[src/rtl/muldiv_pkg.sv]
// muldiv_pkg: shared definitions for the execute-stage RV32M multiply/divide unit.
//   - funct3 encodings of the M-extension ops
//   - FSM state encoding
//   - default datapath width and the architectural special-case constants
package muldiv_pkg;

  localparam int XLEN_DEF = 32;

  localparam logic [2:0] OP_MUL    = 3'b000;
  localparam logic [2:0] OP_MULH   = 3'b001;
  localparam logic [2:0] OP_MULHSU = 3'b010;
  localparam logic [2:0] OP_MULHU  = 3'b011;
  localparam logic [2:0] OP_DIV    = 3'b100;
  localparam logic [2:0] OP_DIVU   = 3'b101;
  localparam logic [2:0] OP_REM    = 3'b110;
  localparam logic [2:0] OP_REMU   = 3'b111;

  // Quotient returned for a zero divisor, and the most negative value
  // (the only dividend that overflows when divided by -1).
  localparam logic [XLEN_DEF-1:0] DIV_BY_ZERO_Q = '1;
  localparam logic [XLEN_DEF-1:0] SIGNED_MIN    = {1'b1, {(XLEN_DEF-1){1'b0}}};

  typedef enum logic [1:0] {IDLE, MUL, DIV, DONE} state_t;

endpackage

[src/rtl/muldiv_div_core.sv]
// muldiv_div_core: restoring divider datapath, one quotient bit per step.
//   clk, reset  : clock, synchronous active-high reset
//   load        : capture operands (magnitudes for signed ops), clear remainder
//   step        : perform one shift-subtract iteration
//   is_signed   : operands are two's complement (DIV/REM)
//   dividend,
//   divisor     : raw operands, sampled on load
//   quotient,
//   remainder   : sign-corrected results, with divide-by-zero and signed
//                 overflow forced to their architectural values
module muldiv_div_core import muldiv_pkg::*; #(
  parameter int XLEN = XLEN_DEF
) (
  input  logic            clk,
  input  logic            reset,
  input  logic            load,
  input  logic            step,
  input  logic            is_signed,
  input  logic [XLEN-1:0] dividend,
  input  logic [XLEN-1:0] divisor,
  output logic [XLEN-1:0] quotient,
  output logic [XLEN-1:0] remainder
);

  localparam logic [XLEN-1:0] SMIN = {1'b1, {(XLEN-1){1'b0}}};

  logic [XLEN-1:0] dvd_q, dvs_q, dvs_abs, quo, rem;
  logic            sgn_q;
  logic [XLEN:0]   rem_sh, diff;
  logic            q_neg, r_neg, dz, ovf;

  function automatic logic [XLEN-1:0] mag(input logic [XLEN-1:0] x, input logic s);
    return (s && x[XLEN-1]) ? -x : x;
  endfunction

  // quo starts out holding the dividend magnitude; its MSB is shifted into
  // the partial remainder each step while quotient bits fill in from the LSB.
  assign rem_sh = {rem, quo[XLEN-1]};
  assign diff   = rem_sh - {1'b0, dvs_abs};

  always_ff @(posedge clk) begin
    if (reset) begin
      dvd_q   <= '0;
      dvs_q   <= '0;
      dvs_abs <= '0;
      sgn_q   <= 1'b0;
      quo     <= '0;
      rem     <= '0;
    end else if (load) begin
      dvd_q   <= dividend;
      dvs_q   <= divisor;
      sgn_q   <= is_signed;
      dvs_abs <= mag(divisor, is_signed);
      quo     <= mag(dividend, is_signed);
      rem     <= '0;
    end else if (step) begin
      if (diff[XLEN]) begin
        rem <= rem_sh[XLEN-1:0];
        quo <= {quo[XLEN-2:0], 1'b0};
      end else begin
        rem <= diff[XLEN-1:0];
        quo <= {quo[XLEN-2:0], 1'b1};
      end
    end
  end

  assign q_neg = sgn_q & (dvd_q[XLEN-1] ^ dvs_q[XLEN-1]);
  assign r_neg = sgn_q & dvd_q[XLEN-1];
  assign dz    = (dvs_q == '0);
  assign ovf   = sgn_q && (dvd_q == SMIN) && (dvs_q == '1);

  always_comb begin
    quotient  = q_neg ? -quo : quo;
    remainder = r_neg ? -rem : rem;
    if (dz) begin
      quotient  = '1;
      remainder = dvd_q;
    end else if (ovf) begin
      quotient  = SMIN;
      remainder = '0;
    end
  end

endmodule

[src/rtl/execute_muldiv_unit.sv]
// execute_muldiv_unit: RV32M multiply/divide engine in the Execute stage.
//   clk, reset   : clock, synchronous active-high reset
//   StartE       : execute-stage instruction is an M op
//   MulDivOpE    : funct3 of the op
//   SrcAE, SrcBE : forwarded rs1 / rs2
//   RdE          : destination register
//   FlushE       : execute flush; abandons any op in flight
//   StallReqE    : stall request to the hazard unit (combinational)
//   DoneE        : one-cycle result-valid pulse
//   ResultE      : result, held after completion
//   RdMDE        : destination of the completed op
// Optional build macro MULDIV_SPECIAL_FASTPATH_EN: divide-by-zero and signed
// overflow complete in one cycle instead of running the full divider.
module execute_muldiv_unit import muldiv_pkg::*; #(
  parameter int XLEN       = XLEN_DEF,
  parameter int MUL_STAGES = 2
) (
  input  logic            clk,
  input  logic            reset,
  input  logic            StartE,
  input  logic [2:0]      MulDivOpE,
  input  logic [XLEN-1:0] SrcAE,
  input  logic [XLEN-1:0] SrcBE,
  input  logic [4:0]      RdE,
  input  logic            FlushE,
  output logic            StallReqE,
  output logic            DoneE,
  output logic [XLEN-1:0] ResultE,
  output logic [4:0]      RdMDE
);

  localparam int             CW      = $clog2(XLEN+1);
  localparam logic [CW-1:0]  MUL_CNT = CW'(MUL_STAGES-1);
  localparam logic [CW-1:0]  DIV_CNT = CW'(XLEN);

  state_t            state, state_nx;
  logic [CW-1:0]     cnt, cnt_nx;
  logic [2:0]        op_q;
  logic [XLEN-1:0]   a_q, b_q, res_q;
  logic [4:0]        rd_q, rdmd_q;
  logic              accept, special_in, div_load, div_step;
  logic [XLEN-1:0]   div_q, div_r, mul_res, live_res;
  logic              a_sx, b_sx;
  logic [2*XLEN-1:0] a_ext, b_ext, prod;

  assign accept   = (state == IDLE) && StartE && !FlushE && !reset;
  assign div_load = accept && MulDivOpE[2];

`ifdef MULDIV_SPECIAL_FASTPATH_EN
  localparam logic [XLEN-1:0] SMIN = {1'b1, {(XLEN-1){1'b0}}};
  assign special_in = MulDivOpE[2] &&
                      ((SrcBE == '0) || (!MulDivOpE[0] && (SrcAE == SMIN) && (SrcBE == '1)));
`else
  assign special_in = 1'b0;
`endif

  // The count is the number of busy cycles left; the op moves to DONE on the
  // cycle that uses up the last one, so a zero load skips the busy state.
  always_comb begin
    state_nx = state;
    cnt_nx   = cnt;
    div_step = 1'b0;
    case (state)
      IDLE: if (accept) begin
        if (MulDivOpE[2]) begin
          if (special_in) state_nx = DONE;
          else begin
            state_nx = DIV;
            cnt_nx   = DIV_CNT;
          end
        end else if (MUL_CNT == '0) begin
          state_nx = DONE;
        end else begin
          state_nx = MUL;
          cnt_nx   = MUL_CNT;
        end
      end
      MUL: if (FlushE) begin
        state_nx = IDLE;
        cnt_nx   = '0;
      end else begin
        cnt_nx = cnt - CW'(1);
        if (cnt == CW'(1)) state_nx = DONE;
      end
      DIV: if (FlushE) begin
        state_nx = IDLE;
        cnt_nx   = '0;
      end else begin
        div_step = 1'b1;
        cnt_nx   = cnt - CW'(1);
        if (cnt == CW'(1)) state_nx = DONE;
      end
      DONE:    state_nx = IDLE;
      default: state_nx = IDLE;
    endcase
  end

  always_ff @(posedge clk) begin
    if (reset) begin
      state  <= IDLE;
      cnt    <= '0;
      op_q   <= '0;
      a_q    <= '0;
      b_q    <= '0;
      rd_q   <= '0;
      res_q  <= '0;
      rdmd_q <= '0;
    end else begin
      state <= state_nx;
      cnt   <= cnt_nx;
      if (accept) begin
        op_q <= MulDivOpE;
        a_q  <= SrcAE;
        b_q  <= SrcBE;
        rd_q <= RdE;
      end
      if (DoneE) begin
        res_q  <= live_res;
        rdmd_q <= rd_q;
      end
    end
  end

  muldiv_div_core #(.XLEN(XLEN)) u_div (
    .clk       (clk),
    .reset     (reset),
    .load      (div_load),
    .step      (div_step),
    .is_signed (!MulDivOpE[0]),
    .dividend  (SrcAE),
    .divisor   (SrcBE),
    .quotient  (div_q),
    .remainder (div_r)
  );

  // rs1 is signed for MUL/MULH/MULHSU, rs2 only for MUL/MULH; the low half
  // of a product of sign-extended operands is the exact 2*XLEN result.
  assign a_sx  = (op_q[1:0] != 2'b11) & a_q[XLEN-1];
  assign b_sx  = !op_q[1] & b_q[XLEN-1];
  assign a_ext = {{XLEN{a_sx}}, a_q};
  assign b_ext = {{XLEN{b_sx}}, b_q};
  assign prod  = a_ext * b_ext;

  assign mul_res  = (op_q == OP_MUL) ? prod[XLEN-1:0] : prod[2*XLEN-1:XLEN];
  assign live_res = op_q[2] ? (op_q[1] ? div_r : div_q) : mul_res;

  // A flush in DONE suppresses the pulse and leaves the held result alone.
  assign DoneE     = (state == DONE) && !FlushE;
  assign ResultE   = DoneE ? live_res : res_q;
  assign RdMDE     = DoneE ? rd_q : rdmd_q;
  assign StallReqE = accept || (state == MUL) || (state == DIV);

endmodule

[config.mk]
export PLATFORM = sky130hd
export DESIGN_NAME = execute_muldiv_unit
export DESIGN_NICKNAME = d
export VERILOG_FILES = /design/src/rtl/muldiv_pkg.sv /design/src/rtl/muldiv_div_core.sv /design/src/rtl/execute_muldiv_unit.sv
export SDC_FILE = /design/constraint.sdc
export NUM_CORES = 2
export LEC_CHECK = 0
export CAP_MARGIN = 20
export CORE_MARGIN = 2
export CORE_UTILIZATION = 25
export DETAILED_ROUTE_END_ITERATION = 10
export PLACE_DENSITY = 0.37
export SETUP_SLACK_MARGIN = 0.15
export SYNTH_ARGS = -nofsm -noshare
export SYNTH_HDL_FRONTEND = slang
export SYNTH_SLANG_ARGS = --single-unit
[constraint.sdc]
create_clock -name clk -period 14.2 [get_ports clk]
set_clock_uncertainty 0.15 [all_clocks]
set_input_delay 2.13 -clock clk [delete_from_list [all_inputs] [get_ports clk]]
set_output_delay 2.13 -clock clk [all_outputs]
set_load 0.05 [all_outputs]
-- Word-level counts from Yosys, hierarchy flattened
Index checks and enable logic that the tools add are counted.
- add/sub/neg operators: 6
- $mul: 1
- div/mod/pow operators: 0
- $lt $le $gt $ge: 0
- equality and inequality tests: 9
- shift operators: 0
- multiplexer cells: 28
- bitwise logic cells: 5
- reductions and logical operators: 24
- operator list (cell ; count):
    32-bit two-way mux ; 15
    32-bit negation ; 4
    32-bit equality test, second input constant ; 2
    33-bit by 33-bit multiplier with 64-bit output ; 1
    33-bit by 32-bit subtractor with 33-bit output ; 1
    32-bit zero test ; 1
    6-bit two-way mux ; 3
    6-bit case mux with 2 select lines ; 1
    1-bit logical AND ; 9
    2-bit two-way mux ; 4
    6-bit by 1-bit equality test with 1-bit output, second input constant ; 1
    2-bit case mux with 3 select lines ; 1
    6-bit by 1-bit subtractor with 6-bit output, second input constant ; 1
    5-bit two-way mux ; 1
    1-bit bitwise AND ; 4
    2-bit equality test, second input constant ; 2
    1-bit zero test ; 4
    2-bit != test, second input constant ; 2
    2-bit AND reduction ; 2
    2-bit nonzero test ; 2
    2-bit OR reduction ; 2
    3-bit zero test ; 1
    1-bit two-way mux ; 3
    3-bit by 1-bit != test with 1-bit output, second input constant ; 1
    other kinds (4) ; 5
- register bits after elaboration: 278
- bits in latches: 0
- RAM bits: 0
- bits in read-only memories: 0
- bits of input ports: 76
- output and inout port bits: 39
- logic and storage cells: 87
- memories: 0

-- Longest topological paths before layout
- depth after elaboration: 8
- depth in mapped cells: 32

-- By module
From an unflattened synthesis, not the netlist that was laid out.
- cells, all modules: 6371
- area total of the unflattened synthesis: 54700.0 µm²
- by module, submodules not included (module ; instances ; cells each ; area an instance (µm²) ; seq. area each (µm²)):
    execute_muldiv_unit ; 1 ; 4912 ; 43484.2 ; 2342.2
    muldiv_div_core ; 1 ; 1459 ; 11215.8 ; 3203.1

-- Worst setup path after synthesis
No wires, ideal clock.
- path kind: register to output
- start point: register a_q[31]
- end point: output port ResultE[24]
- arrival time: 8.900 ns
- required time: 11.920 ns
- path slack: 3.020 ns
- stages on the path, launching flop included: 29
- buffers on the path: 4
- cells stage by stage: dfxtp_1 > clkbuf_1 > a21boi_0 > clkbuf_1 > clkbuf_1 > nand2_1 > fa_1 > fa_1 > inv_1 > fa_1 > inv_1 > fa_1 > inv_1 > fa_1 > fa_1 > fa_1 > inv_1 > fa_1 > inv_1 > ha_1 > clkbuf_1 > a21oi_1 > o21bai_1 > a21oi_1 > o21ai_0 > nand3_1 > a211o_1 > o211a_1 > o21ai_0
- longest elaborated chain between the ends: 5
- ends and longest elaborated chain (element ; RTL line ; RTL):
    start: declaration ; execute_muldiv_unit.sv:39 ; logic [XLEN-1:0] a_q, b_q, res_q;
    start signal: assignment ; execute_muldiv_unit.sv:113 ; a_q <= SrcAE;
    1-bit bitwise AND ; execute_muldiv_unit.sv:138 ; assign a_sx = (op_q[1:0] != 2'b11) & a_q[XLEN-1];
    33-bit by 33-bit multiplier with 64-bit output * ; execute_muldiv_unit.sv:142 ; assign prod = a_ext * b_ext;
    32-bit two-way mux * ; execute_muldiv_unit.sv:144 ; assign mul_res = (op_q == OP_MUL) ? prod[XLEN-1:0] : prod[2*XLEN-1:XLEN];
    32-bit two-way mux * ; execute_muldiv_unit.sv:145 ; assign live_res = op_q[2] ? (op_q[1] ? div_r : div_q) : mul_res;
    32-bit two-way mux * ; n/a ;
    end: declaration ; execute_muldiv_unit.sv:28 ; output logic [XLEN-1:0] ResultE,
Mark *: on every way between the ends. The rest lies on a longest branch, timed or not.

-- Worst setup path after layout
- start point: register op_q[0]
- end point: output port ResultE[30]
- longest elaborated chain between the ends: 6
- elaborated cells on any way between the ends: 7
- those cells by class: mul: 1; eq/ne: 1; mux: 3; bitwise: 1; reduce/logical: 1
- ends and longest elaborated chain (element ; RTL line ; RTL):
    start: declaration ; execute_muldiv_unit.sv:38 ; logic [2:0] op_q;
    start signal: assignment ; execute_muldiv_unit.sv:112 ; op_q <= MulDivOpE;
    2-bit != test ; execute_muldiv_unit.sv:138 ;
    1-bit bitwise AND ; execute_muldiv_unit.sv:138 ;
    33-bit by 33-bit multiplier with 64-bit output ; execute_muldiv_unit.sv:142 ;
    32-bit two-way mux * ; execute_muldiv_unit.sv:144 ;
    32-bit two-way mux * ; execute_muldiv_unit.sv:145 ;
    32-bit two-way mux * ; n/a ;
Marks and branches as above.

==> out/summary.txt <==
Syn. warnings -> 0
NumNets Final -> 7,740
Critical path arrival -> 10.97 ns
Uppermost layer routed -> met5
Ys flop type -> dfxtp_1
Multi-input gate area -> 0.0428 sq mm
Crit-path slowest cell -> clkdlybuf4s50_1
Register area share after synthesis -> 10.2%
Worst vdd ir -> 0.185 mV
Global-route wire length before repair -> 306,000 microns
RSZ-0062 raised after global routing -> false
Tmin final -> 13.25 ns
CP Capture Type -> output pin
Post-synth cell types -> 89
DRC viols -> 0
Clock Pin Slew Worst Setup and Hold Paths -> 0.06 ns
Initial Util -> 25.2%
Final period utilization -> 93.3%
FP Rows -> 170
Commonest non-fill, non-tap cells in the layout -> 1,167 x nand2_1, 1,155 x inv_1, 1,126 x fa_1
WS Path Type -> reg -> out
Hold Slack -> 0.305 ns
Slew @ Worst Pin -> 1.09 ns
Largest net degree at the start of global routing -> 85
Register Area -> 0.00555 sq mm
Internal -> 0.00237 W
Power share of the clock group -> 23.0%
Die area -> 0.220 sq mm
Vias post-DR -> 42,600
Worst-Skew Late Latency -> 0.60 ns
Area delta synth->final -> 10.4%
Overall routing resource usage -> 18.2%
Hpwl dp -> 162,000 microns
Max cap viols -> 0
CP peak stage delay -> 0.85 ns
Average size of a mapped cell -> 8.47 sq um
Outcome -> finished, final reports clean
Via density -> 4.65
Critical Path RT -> 11.92 ns
CTS Buffer Depth -> 3
Drt wl/cell -> 21.7 microns
Setup Viol. Count Final -> 0
Core area -> 0.215 sq mm
ANT nets after route -> 0
Slew headroom -> 26.9%
Vias in the first global route -> 46,100
Post-synth top area share -> 41.7%
Syn Nets -> 7,843
Synthesized cell area -> 0.0541 sq mm
Commonest non-fill, non-tap cell in the layout -> nand2_1
Crit-path most repeated cell -> fa_1
Pwr/cell area -> 78.0 mW/mm^2
Die Y -> 469 microns
Leakage power -> 26.9 nW
CTS Root Cell -> clkbuf_16
H-tree depth -> 2
Final wirelength -> 198,000 microns
Part of the power in registers -> 21.0%
CP top delay family -> adder cells
Combinational share of power -> 56.0%
Fillers -> 23,300
Hold Path Class -> reg -> reg
CTS buffer count -> 40
Wire length on met1 -> 90,000 microns
1st-iter DRT viols -> 2,379
Met2 WL post-DR -> 97,600 microns
Remaining Overflow, GRT -> 0
Met3 wire length -> 5730 microns
Post-synth EDFFs -> 0
Biggest area consumer among synthesized cells -> fa_1
Post-Synthesis Cells -> 6,386
Pre-Repair DR Iteration Count -> 6
Number of port buffers -> 114
Layout cells sized above 1 -> 3.93%
Switch Pwr -> 0.00229 W
Net Sw Frac -> 49.1%
Initial antenna violation count -> 6
Crit Path Max Fanout -> 21
Worst setup SP type -> flop
Final slew viol count -> 0
Die width -> 469 microns
Final hold vios -> 0
Final GP Congestion -> 0.861
CTS tree -> built
Asr flop ratio synth -> 0%
CTS Sinks -> 277
Fin Setup TNS -> 0 ns
F_max -> 0.0755 GHz
Io pins -> 115
Crit-path cells -> a21boi_4, buf_4, nand2_1, fa_1, fa_1, inv_1, fa_1, inv_1, fa_1, inv_1, fa_1, fa_1, inv_1, fa_1, fa_1, inv_1, ha_1, nand4_1, nor4_1, nand4_1, a2bb2oi_1, a2111oi_0, o31a_1, clkdlybuf4s50_1
Buf/Inv on CP -> 7
Synth area leaders -> fa_1 42%, dfxtp_1 10%, nand2_1 8.1%
Register bit total from synthesis -> 277
## cell usage after synthesis (16+ instances only)
master	instances
a211oi_1	54
a31oi_1	20
nor3_1	44
and2_1	393
o41ai_1	17
nand2b_1	23
dfxtp_1	277
nand4_1	30
nand2_1	1170
a21oi_1	284
o21ai_0	219
xor2_1	84
nor2_1	245
o31ai_1	27
ha_1	255
nor4_1	30
clkbuf_1	355
or3_1	18
xnor2_1	124
a21o_1	44
or2_2	16
a311oi_1	35
o21bai_1	19
fa_1	1126
nand3_1	67
a221oi_1	19
inv_1	1155
## routing by layer
metal	vias up	global-route usage, %
li1	19400	-
met1	22300	24.7
met2	729	31.7
met3	152	1.30
met4	2	3.79
met5	-	0
## power groups by stage
stage               combinational, W  clock (W)  sequential [W]
CTS                          0.00264    0.00110        0.000980
global route                 0.00290    0.00113        0.000990
global placement             0.00263          0         0.00100
detailed placement           0.00263          0        0.000997
finish                       0.00261    0.00107        0.000979
floorplan                    0.00177          0        0.000920
## registers in the layout (all words and copies together) (netlist names)
register / cells
a_q: 32
b_q: 32
res_q: 32
u_div.dvd_q: 32
u_div.dvs_abs: 32
u_div.quo: 32
u_div.rem: 32
u_div.dvs_q: 31
cnt: 6
rd_q: 5
rdmd_q: 5
op_q: 3
state: 2
u_div.sgn_q: 1
## through the flow
stage	instances	util (%)	setup WS (ns)	power (W)	cell area [sq um]
finish	9154	27.8	0.954	0.00466	59700
CTS	9150	27.8	0.551	0.00473	59700
floorplan	6386	-	3.02	0.00269	54100
global route	9150	27.8	0.269	0.00502	59700
global placement	9075	27.1	1.28	0.00363	58300
detailed placement	9079	27.2	1.20	0.00362	58400
## worst paths after layout
check               start          end  slack, ns  cells past startpoint
setup reg to reg  op_q[0]    res_q[19]       4.37                     24
hold reg to reg   b_q[19]      b_q[19]       0.31                      2
setup / recovery  op_q[0]  ResultE[30]       0.95                     24
hold / removal    b_q[19]      b_q[19]       0.31                      2
## cell families after synthesis
family | after synthesis | share of synthesized area [%]
buf+inv | 1538 | 10.7
compound gates | 863 | 10.1
xor+xnor | 208 | 3.37
flops | 277 | 10.2
simple gates | 2109 | 17.8
fa+ha+maj | 1381 | 47.6
mux | 10 | 0.187
## timing repair
action                                  in CTS  in global routing
hold buffers                                 0                  0
gates resized for setup                      0                  1
buffers inserted                             0                  0
endpoints found under the setup margin       0                  2
## cell type report
type                    count  share of cell area [%]
flip-flops and latches    277                    9.29
clock buffers              57                    1.93
well taps                2838                    5.94
repair buffers            237                    3.54
multi-input cells        4571                    71.7
clock inverters            14                   0.339
diodes                      4                  0.0168
inverters                1156                    7.27
## tightest hold or removal path, stage by stage (launching register included)
cell and delay (ns):
dfxtp_1 0.31, nand2_1 0.05, a21oi_1 0.05
(Power assumes the default switching activity.)
